`config.mk`:
```
export PLATFORM = sky130hd
export DESIGN_NAME = bsort100_main
export DESIGN_NICKNAME = d
export VERILOG_FILES = /design/src/rtl/bsort100_main.sv
export SDC_FILE = /design/constraint.sdc
export NUM_CORES = 1
export LEC_CHECK = 0
export CAP_MARGIN = 20
export CORE_AREA = 2 2 116 118
export CTS_CLUSTER_SIZE = 14
export DETAILED_ROUTE_END_ITERATION = 8
export DIE_AREA = 0 0 118 120
export PLACE_DENSITY = 0.69
export SETUP_SLACK_MARGIN = 0.4
export SLEW_MARGIN = 10
export SYNTH_ARGS = -nofsm -noshare
export SYNTH_HDL_FRONTEND = slang
export SYNTH_SLANG_ARGS = --single-unit
export TNS_END_PERCENT = 100
```
`constraint.sdc`:
```
create_clock -name clock -period 2.7 [get_ports clock]
set_input_delay 0.54 -clock clock [delete_from_list [all_inputs] [get_ports clock]]
set_output_delay 0.54 -clock clock [all_outputs]
set_load 0.05 [all_outputs]
```
`src/rtl/bsort100_main.sv`:
```
// bsort100 accelerator: fills a 100-word signed array with 100..1, bubble-sorts it ascending, pulses done.
// Define BSORT_SLAVE_EN to enable the dual-channel memory-mapped slave port onto the array.
module bsort100_main #(
  parameter int MEM_var_26078_26084 = 256
) (
  input  logic         clock,
  input  logic         reset,
  input  logic         start_port,
  input  logic [1:0]   S_oe_ram,
  input  logic [1:0]   S_we_ram,
  input  logic [19:0]  S_addr_ram,
  input  logic [127:0] S_Wdata_ram,
  input  logic [13:0]  S_data_ram_size,
  output logic         done_port,
  output logic [127:0] Sout_Rdata_ram,
  output logic [1:0]   Sout_DataRdy
);

  typedef enum logic [1:0] {IDLE, INIT, SORT, DONE} state_t;

  state_t             state_reg, state_next;
  logic signed [31:0] mem_reg [100];
  logic [6:0]         k_reg, p_reg, j_reg;
  logic               init_last, pass_last, sort_last;

  // Per-channel write requests already qualified for the idle state.
  logic [1:0]         wr;
  logic [1:0][6:0]    idx;
  logic [1:0][31:0]   wdata;

  assign init_last = (k_reg == 7'd99);
  assign pass_last = (j_reg == 7'd98 - p_reg);
  assign sort_last = pass_last && (p_reg == 7'd98);

  always_ff @(posedge clock) begin
    if (reset) state_reg <= IDLE;
    else       state_reg <= state_next;
  end

  always_comb begin
    state_next = state_reg;
    case (state_reg)
      IDLE:    if (start_port) state_next = INIT;
      INIT:    if (init_last)  state_next = SORT;
      SORT:    if (sort_last)  state_next = DONE;
      DONE:    state_next = IDLE;
      default: state_next = IDLE;
    endcase
  end

  always_comb begin
    done_port = 1'b0;
    if (state_reg == DONE) done_port = 1'b1;
  end

  always_ff @(posedge clock) begin
    if (reset) begin
      k_reg <= '0;
      p_reg <= '0;
      j_reg <= '0;
    end else begin
      case (state_reg)
        INIT: k_reg <= k_reg + 7'd1;
        SORT: begin
          if (pass_last) begin
            j_reg <= '0;
            p_reg <= p_reg + 7'd1;
          end else begin
            j_reg <= j_reg + 7'd1;
          end
        end
        default: begin
          k_reg <= '0;
          p_reg <= '0;
          j_reg <= '0;
        end
      endcase
    end
  end

  // Slave writes only ever land in IDLE, so they never collide with INIT/SORT updates.
  always_ff @(posedge clock) begin
    if (reset) begin
      for (int i = 0; i < 100; i++) mem_reg[i] <= '0;
    end else if (state_reg == INIT) begin
      mem_reg[k_reg] <= {25'd0, 7'd100 - k_reg};
    end else if (state_reg == SORT) begin
      if (mem_reg[j_reg] > mem_reg[j_reg + 7'd1]) begin
        mem_reg[j_reg]         <= mem_reg[j_reg + 7'd1];
        mem_reg[j_reg + 7'd1]  <= mem_reg[j_reg];
      end
    end else begin
      for (int c = 0; c < 2; c++)
        if (wr[c]) mem_reg[idx[c]] <= wdata[c];
    end
  end

`ifdef BSORT_SLAVE_EN
  logic [1:0]   req, valid;
  logic [1:0]   rdy_reg;
  logic [127:0] rdata_reg;
  logic         unused_wdata;

  assign unused_wdata = ^{S_Wdata_ram[127:96], S_Wdata_ram[63:32]};

  for (genvar gi = 0; gi < 2; gi++) begin : g_ch
    logic [9:0]  addr;
    logic [6:0]  size;
    logic [31:0] byte_addr;

    assign addr      = S_addr_ram[10*gi +: 10];
    assign size      = S_data_ram_size[7*gi +: 7];
    assign byte_addr = 32'(addr);
    assign req[gi]   = S_oe_ram[gi] | S_we_ram[gi];
    assign valid[gi] = req[gi] && (state_reg == IDLE) && (size == 7'd32) &&
                       (addr[1:0] == 2'b00) &&
                       (byte_addr >= 32'(MEM_var_26078_26084)) &&
                       (byte_addr <= 32'(MEM_var_26078_26084 + 396));
    assign wr[gi]    = valid[gi] & S_we_ram[gi];
    assign idx[gi]   = 7'((byte_addr - 32'(MEM_var_26078_26084)) >> 2);
    assign wdata[gi] = S_Wdata_ram[64*gi +: 32];
  end

  // Read data is sampled before this edge's writes, so same-cycle writes return the old word.
  always_ff @(posedge clock) begin
    if (reset) begin
      rdy_reg   <= '0;
      rdata_reg <= '0;
    end else begin
      for (int c = 0; c < 2; c++) begin
        rdy_reg[c] <= req[c];
        rdata_reg[64*c +: 64] <= (valid[c] && S_oe_ram[c]) ? {32'd0, mem_reg[idx[c]]} : 64'd0;
      end
    end
  end

  assign Sout_DataRdy   = rdy_reg;
  assign Sout_Rdata_ram = rdata_reg;
`else
  logic unused_slave;

  assign unused_slave   = ^{S_oe_ram, S_we_ram, S_addr_ram, S_Wdata_ram, S_data_ram_size};
  assign wr             = '0;
  assign idx            = '0;
  assign wdata          = '0;
  assign Sout_DataRdy   = '0;
  assign Sout_Rdata_ram = '0;
`endif

endmodule

```
* Word level (Yosys, flattened, before mapping)
Index checks and enable logic that the tools add are counted.
W data, S select, Z words.
** Cells by class
- Add/sub/neg operators :: 4
- Eq/ne operators :: 10
- Muxes and demuxes :: 10
- Bitwise gates (word level) :: 1
- Reductions and logical operators :: 4
** Operator list (count)
- $pmux W7 S2 :: 3
- $add A7 B1 Y7 const B :: 3
- $eq A7 B7 Y1 const B :: 2
- $mux W7 :: 2
- $ne A2 B2 Y1 const B :: 4
- $pmux W2 S4 :: 1
- $eq A7 B7 Y1 :: 1
- $sub A7 B7 Y7 const A :: 1
- $mux W2 :: 3
- $eq A2 B2 Y1 const B :: 2
- $reduce_and A3 Y1 :: 1
- $eq A2 B1 Y1 const B :: 1
- $logic_not A2 Y1 :: 1
- $reduce_and A2 Y1 :: 1
- $logic_and A1 B1 Y1 :: 1
- $mux W1 :: 1
- $not A1 Y1 :: 1
** Word-level totals
- Bits in registers :: 23
- Input port bits :: 169

* Depth between registers and ports, before layout
- Depth after elaboration :: 5
- Depth in mapped cells :: 8
- Gate-level depth less buffers :: 7

* Worst setup path before layout
OpenSTA, ideal clock, no wires.
- Path type :: register to register
- Start :: register p_reg[0]
- End :: register p_reg[2]
- Setup time :: 116 ps
- Arrival time :: 2017 ps
- Slack :: 567 ps
- Stages on the path, launching flop included :: 8
- Buffers on the path :: 1
- Cell sequence :: dfxtp_1 ha_1 o41ai_2 xnor2_1 o41a_1 buf_6 o311a_1 a31o_1
** Between the ends
- Longest elaborated chain between the ends :: 4
- Elaborated cells between the ends (all ways) :: 7
- Classes of those cells :: 2 x add/sub; 2 x eq/ne; 2 x mux; 1 x reduce/logical
** Ends and longest elaborated chain
- start, declared :: RTL line 23 : logic [6:0] k_reg, p_reg, j_reg;
- start signal, assigned :: RTL line 67 : p_reg <= p_reg + 7'd1;
- $sub A7 B7 Y7 :: RTL line 32 : assign pass_last = (j_reg == 7'd98 - p_reg);
- $eq A7 B7 Y1 :: RTL line 32
- $ne A2 B2 Y1 (no line)
- $reduce_and A2 Y1 (no line)
Several ways; a longest one is shown, not always the timed one. The select of a mux whose other input is x is not followed.
A chain may end at the register's enable or synchronous reset.

* Worst setup path after layout
- Start :: register p_reg[2]
- End :: register p_reg[2]
The elaborated chain is that of the path after synthesis.

==> impl_metrics.py <==
metrics = {
    "status": {
        "status": "finished, final reports clean",
    },
    "job": {
        "max-cap-violations": 0,
    },
    "timing": {
        "period_share_pct": 81.6,
        "skew_ns": 0.00127,
        "rsz0062_at_grt": "false",
        "fin_crit_ns": 2.20,
        "max_freq_mhz": 454,
        "finalHoldViolations": 0,
        "setup_viol": 0,
        "worstMarginPinSlew_ns": 0.630,
        "setup_tns_ns": 0,
        "slew-limit-headroom_pct": 57.5,
        "slew_viol_final": 0,
    },
    "grt": {
        "grt-ovfl-total": 0,
        "grt_pass1_vias": 1120,
        "grt_usage_pct": 4.23,
        "grt_pass1_wl_um": 5050,
        "grt_max_degree": 14,
        "antenna_found_initial": 0,
    },
    "setup_path": {
        "critical_path_required_ns": 2.86,
        "critPathMaxFanout": 11,
        "reg2reg_depth": 5,
        "r2r_setup_slack_ns": 0.50,
        "reg2reg_from": "p_reg[2]$_SDFFE_PP0P_",
        "cp.arrival_ns": 2.36,
        "start_kind": "flip-flop",
        "crit_path_end_kind": "flip-flop",
        "setup.worst_path.start": "p_reg[2]$_SDFFE_PP0P_",
        "reg2reg_to": "p_reg[2]$_SDFFE_PP0P_",
        "cp-endpoint": "p_reg[2]$_SDFFE_PP0P_",
        "crit_type": "flip-flop to flip-flop",
    },
    "synth": {
        "yosysWarnings": 0,
        "synth_area_mm2": 0.00240,
        "synth_top_area_share_pct": 40.7,
        "synthTopCellsByCount": "130 x buf_4, 23 x dfxtp_1, 14 x nand2_1, 14 x xnor2_1, 11 x nor3_1",
        "avgSynthCellArea_um2": 8.26,
        "ys_async_sr_fraction_pct": 0,
        "synthCells": 290,
        "yosysUniqueCellTypes": 40,
        "yosysMostFrequentCell": "buf_4",
        "yosys-top-cells-area": "buf_4 41%, dfxtp_1 19%, xnor2_1 5.1%",
        "synth.largest_area_cell": "buf_4",
        "synthFlopType": "dfxtp_1",
        "seq_area_frac_synth_pct": 19.2,
        "ys_seq_elements": 23,
        "synth_edf_count": 0,
    },
    "cts": {
        "cts_max_level": 1,
        "clkSlewWorstSetupHoldPaths_ns": 0.06,
        "cts_tree": "done",
        "cts_made_buffers": 3,
        "clock_latency_ns": 0.26,
        "cts.sinks": 23,
        "ctsRootBufferMaster": "clkbuf_16",
        "cts_buffer_depth": 2,
    },
    "die": {
        "die_area_mm2": 0.0142,
        "start_util_pct": 18.5,
        "ioPinCount": 300,
        "coreArea_mm2": 0.0130,
        "die_x_um": 118,
        "die_h_um": 120,
        "fp-row-count": 42,
    },
    "power_and_ir_drop": {
        "total_power_mw": 1.54,
        "p_leak_nw": 1.02,
        "peakVddDrop_uv": 454,
        "p_per_area_mw_per_mm2": 668,
    },
    "cells_and_area": {
        "drive_gt1_share_pct": 7.88,
        "diodes": 0,
        "syn2layout_area_growth_pct": -3.66,
        "n_fill_cell": 1441,
        "nets": 471,
    },
    "drt": {
        "detail-route-antenna-nets": 0,
        "first_iter_violations": 26,
        "wl_per_cell_um": 7.28,
        "vias": 1453,
        "drt-total-wl_um": 3410,
        "viasPerCell": 3.10,
        "firstDrtPassIters": 4,
        "drc": 0,
    },
    "hold_path": {
        "holdPathStages": 2,
        "hold_class": "flip-flop to flip-flop",
    },
    "place": {
        "port_buffers": 3,
        "gp_congestion": 0.812,
        "dpl.hpwl_um": 2390,
    },
}
## cell families (layout without fill, tap and decap cells)
logic type                 Yosys count  in the layout  synth area share (%)
other                                1            130                 0.157
AOI/OAI and AO/OA                   20             21                  7.00
DFF                                 23             23                  19.2
buffers and inverters              144             16                  43.6
adders and majority gates            9              9                  4.70
muxes                                5              5                  2.09
xor gates and xnor gates            22             22                  8.04
and+or+nand+nor                     66             66                  15.2
## per-layer routing
| layer | global-route usage (%) | part of all wire, % | vias up |
|---|---|---|---|
| met5 | 0 | 0 | - |
| met4 | 2.18 | 1.7 | 0 |
| met3 | 0.760 | 11 | 5 |
| met2 | 7.34 | 47 | 117 |
| met1 | 4.99 | 40 | 626 |
| li1 | - | - | 705 |
## how the worst min path moves through the flow
stage | from | to | slack [ns]
6_report | state_reg[1]$_SDFFE_PP0P_ | state_reg[1]$_SDFFE_PP0P_ | 0.50
5_1_grt | state_reg[1]$_SDFFE_PP0P_ | state_reg[1]$_SDFFE_PP0P_ | 0.53
4_1_cts | state_reg[1]$_SDFFE_PP0P_ | state_reg[1]$_SDFFE_PP0P_ | 0.51
3_5_place_dp | state_reg[1]$_SDFFE_PP0P_ | state_reg[1]$_SDFFE_PP0P_ | 0.50
3_3_place_gp | state_reg[1]$_SDFFE_PP0P_ | state_reg[1]$_SDFFE_PP0P_ | 0.49
2_1_floorplan | state_reg[1]$_SDFFE_PP0P_ | state_reg[1]$_SDFFE_PP0P_ | 0.47
## cell usage in the layout (no fill, tap or decap), types with 2 or more instances in the layout
cell type        netlist  final
conb_1                 1    130
dfxtp_1               23     21
nand2_1               14     13
xnor2_1               14     12
nor3_1                11     11
nor2_1                10     10
xor2_1                 8      8
nand3_1                7      7
ha_1                   9      7
inv_1                  6      6
mux2i_1                5      5
nor2b_1                5      5
a21oi_1                4      4
nand2b_1               4      4
and3_1                 4      4
nand4_1                3      3
clkbuf_16              0      3
clkdlybuf4s50_1        0      3
buf_4                130      3
xnor2_2                0      2
nor4_4                 0      2
## power by group
group / switching (mW) / total [mW] / internal, mW
clock network: 0.130 / 0.330 / 0.200
registers: 0.0321 / 0.400 / 0.368
logic: 0.654 / 0.812 / 0.157
## cell type report
cell class | instances | area (µm²) | share of cell area [%]
Inverter | 6 | 22.5 | 0.976
Clock buffer | 3 | 75.1 | 3.25
Timing Repair Buffer | 6 | 52.6 | 2.28
Clock inverter | 1 | 5.00 | 0.217
Tap cell | 176 | 220 | 9.54
Sequential cell | 23 | 465 | 20.2
Multi-Input combinational cell | 253 | 1470 | 63.6
## critical path, cell delays in order (launching register included)
cell and delay (ns):
dfxtp_1 0.44, o41ai_4 0.45, xnor2_2 0.16, o41a_4 0.50, o311a_1 0.36, a31o_1 0.18
## metrics by stage
| stage | instance area, µm² | setup WS, ns | hold slack [ns] | std cells | util, % |
|---|---|---|---|---|---|
| CTS | 2210 | 0.413 | 0.512 | 467 | 17.1 |
| global route | 2310 | 0.415 | 0.525 | 468 | 17.8 |
| global placement | 2130 | 0.332 | 0.491 | 463 | 16.4 |
| detailed placement | 2130 | 0.328 | 0.503 | 463 | 16.4 |
| floorplan | 2880 | 0.567 | 0.468 | 419 | - |
| finish | 2310 | 0.498 | 0.505 | 468 | 17.8 |
## timing repair
| item | 4_1_cts | 5_1_grt |
|---|---|---|
| setup endpoints to repair | 14 | 15 |
| endpoints found under the hold margin | 0 | 0 |
| gates resized for setup | 2 | 14 |
| buffers inserted | 0 | 0 |
| gates cloned | 0 | 1 |
| pin swaps | 0 | 2 |
| hold buffers | 0 | 0 |
(Power assumes the default switching activity.)
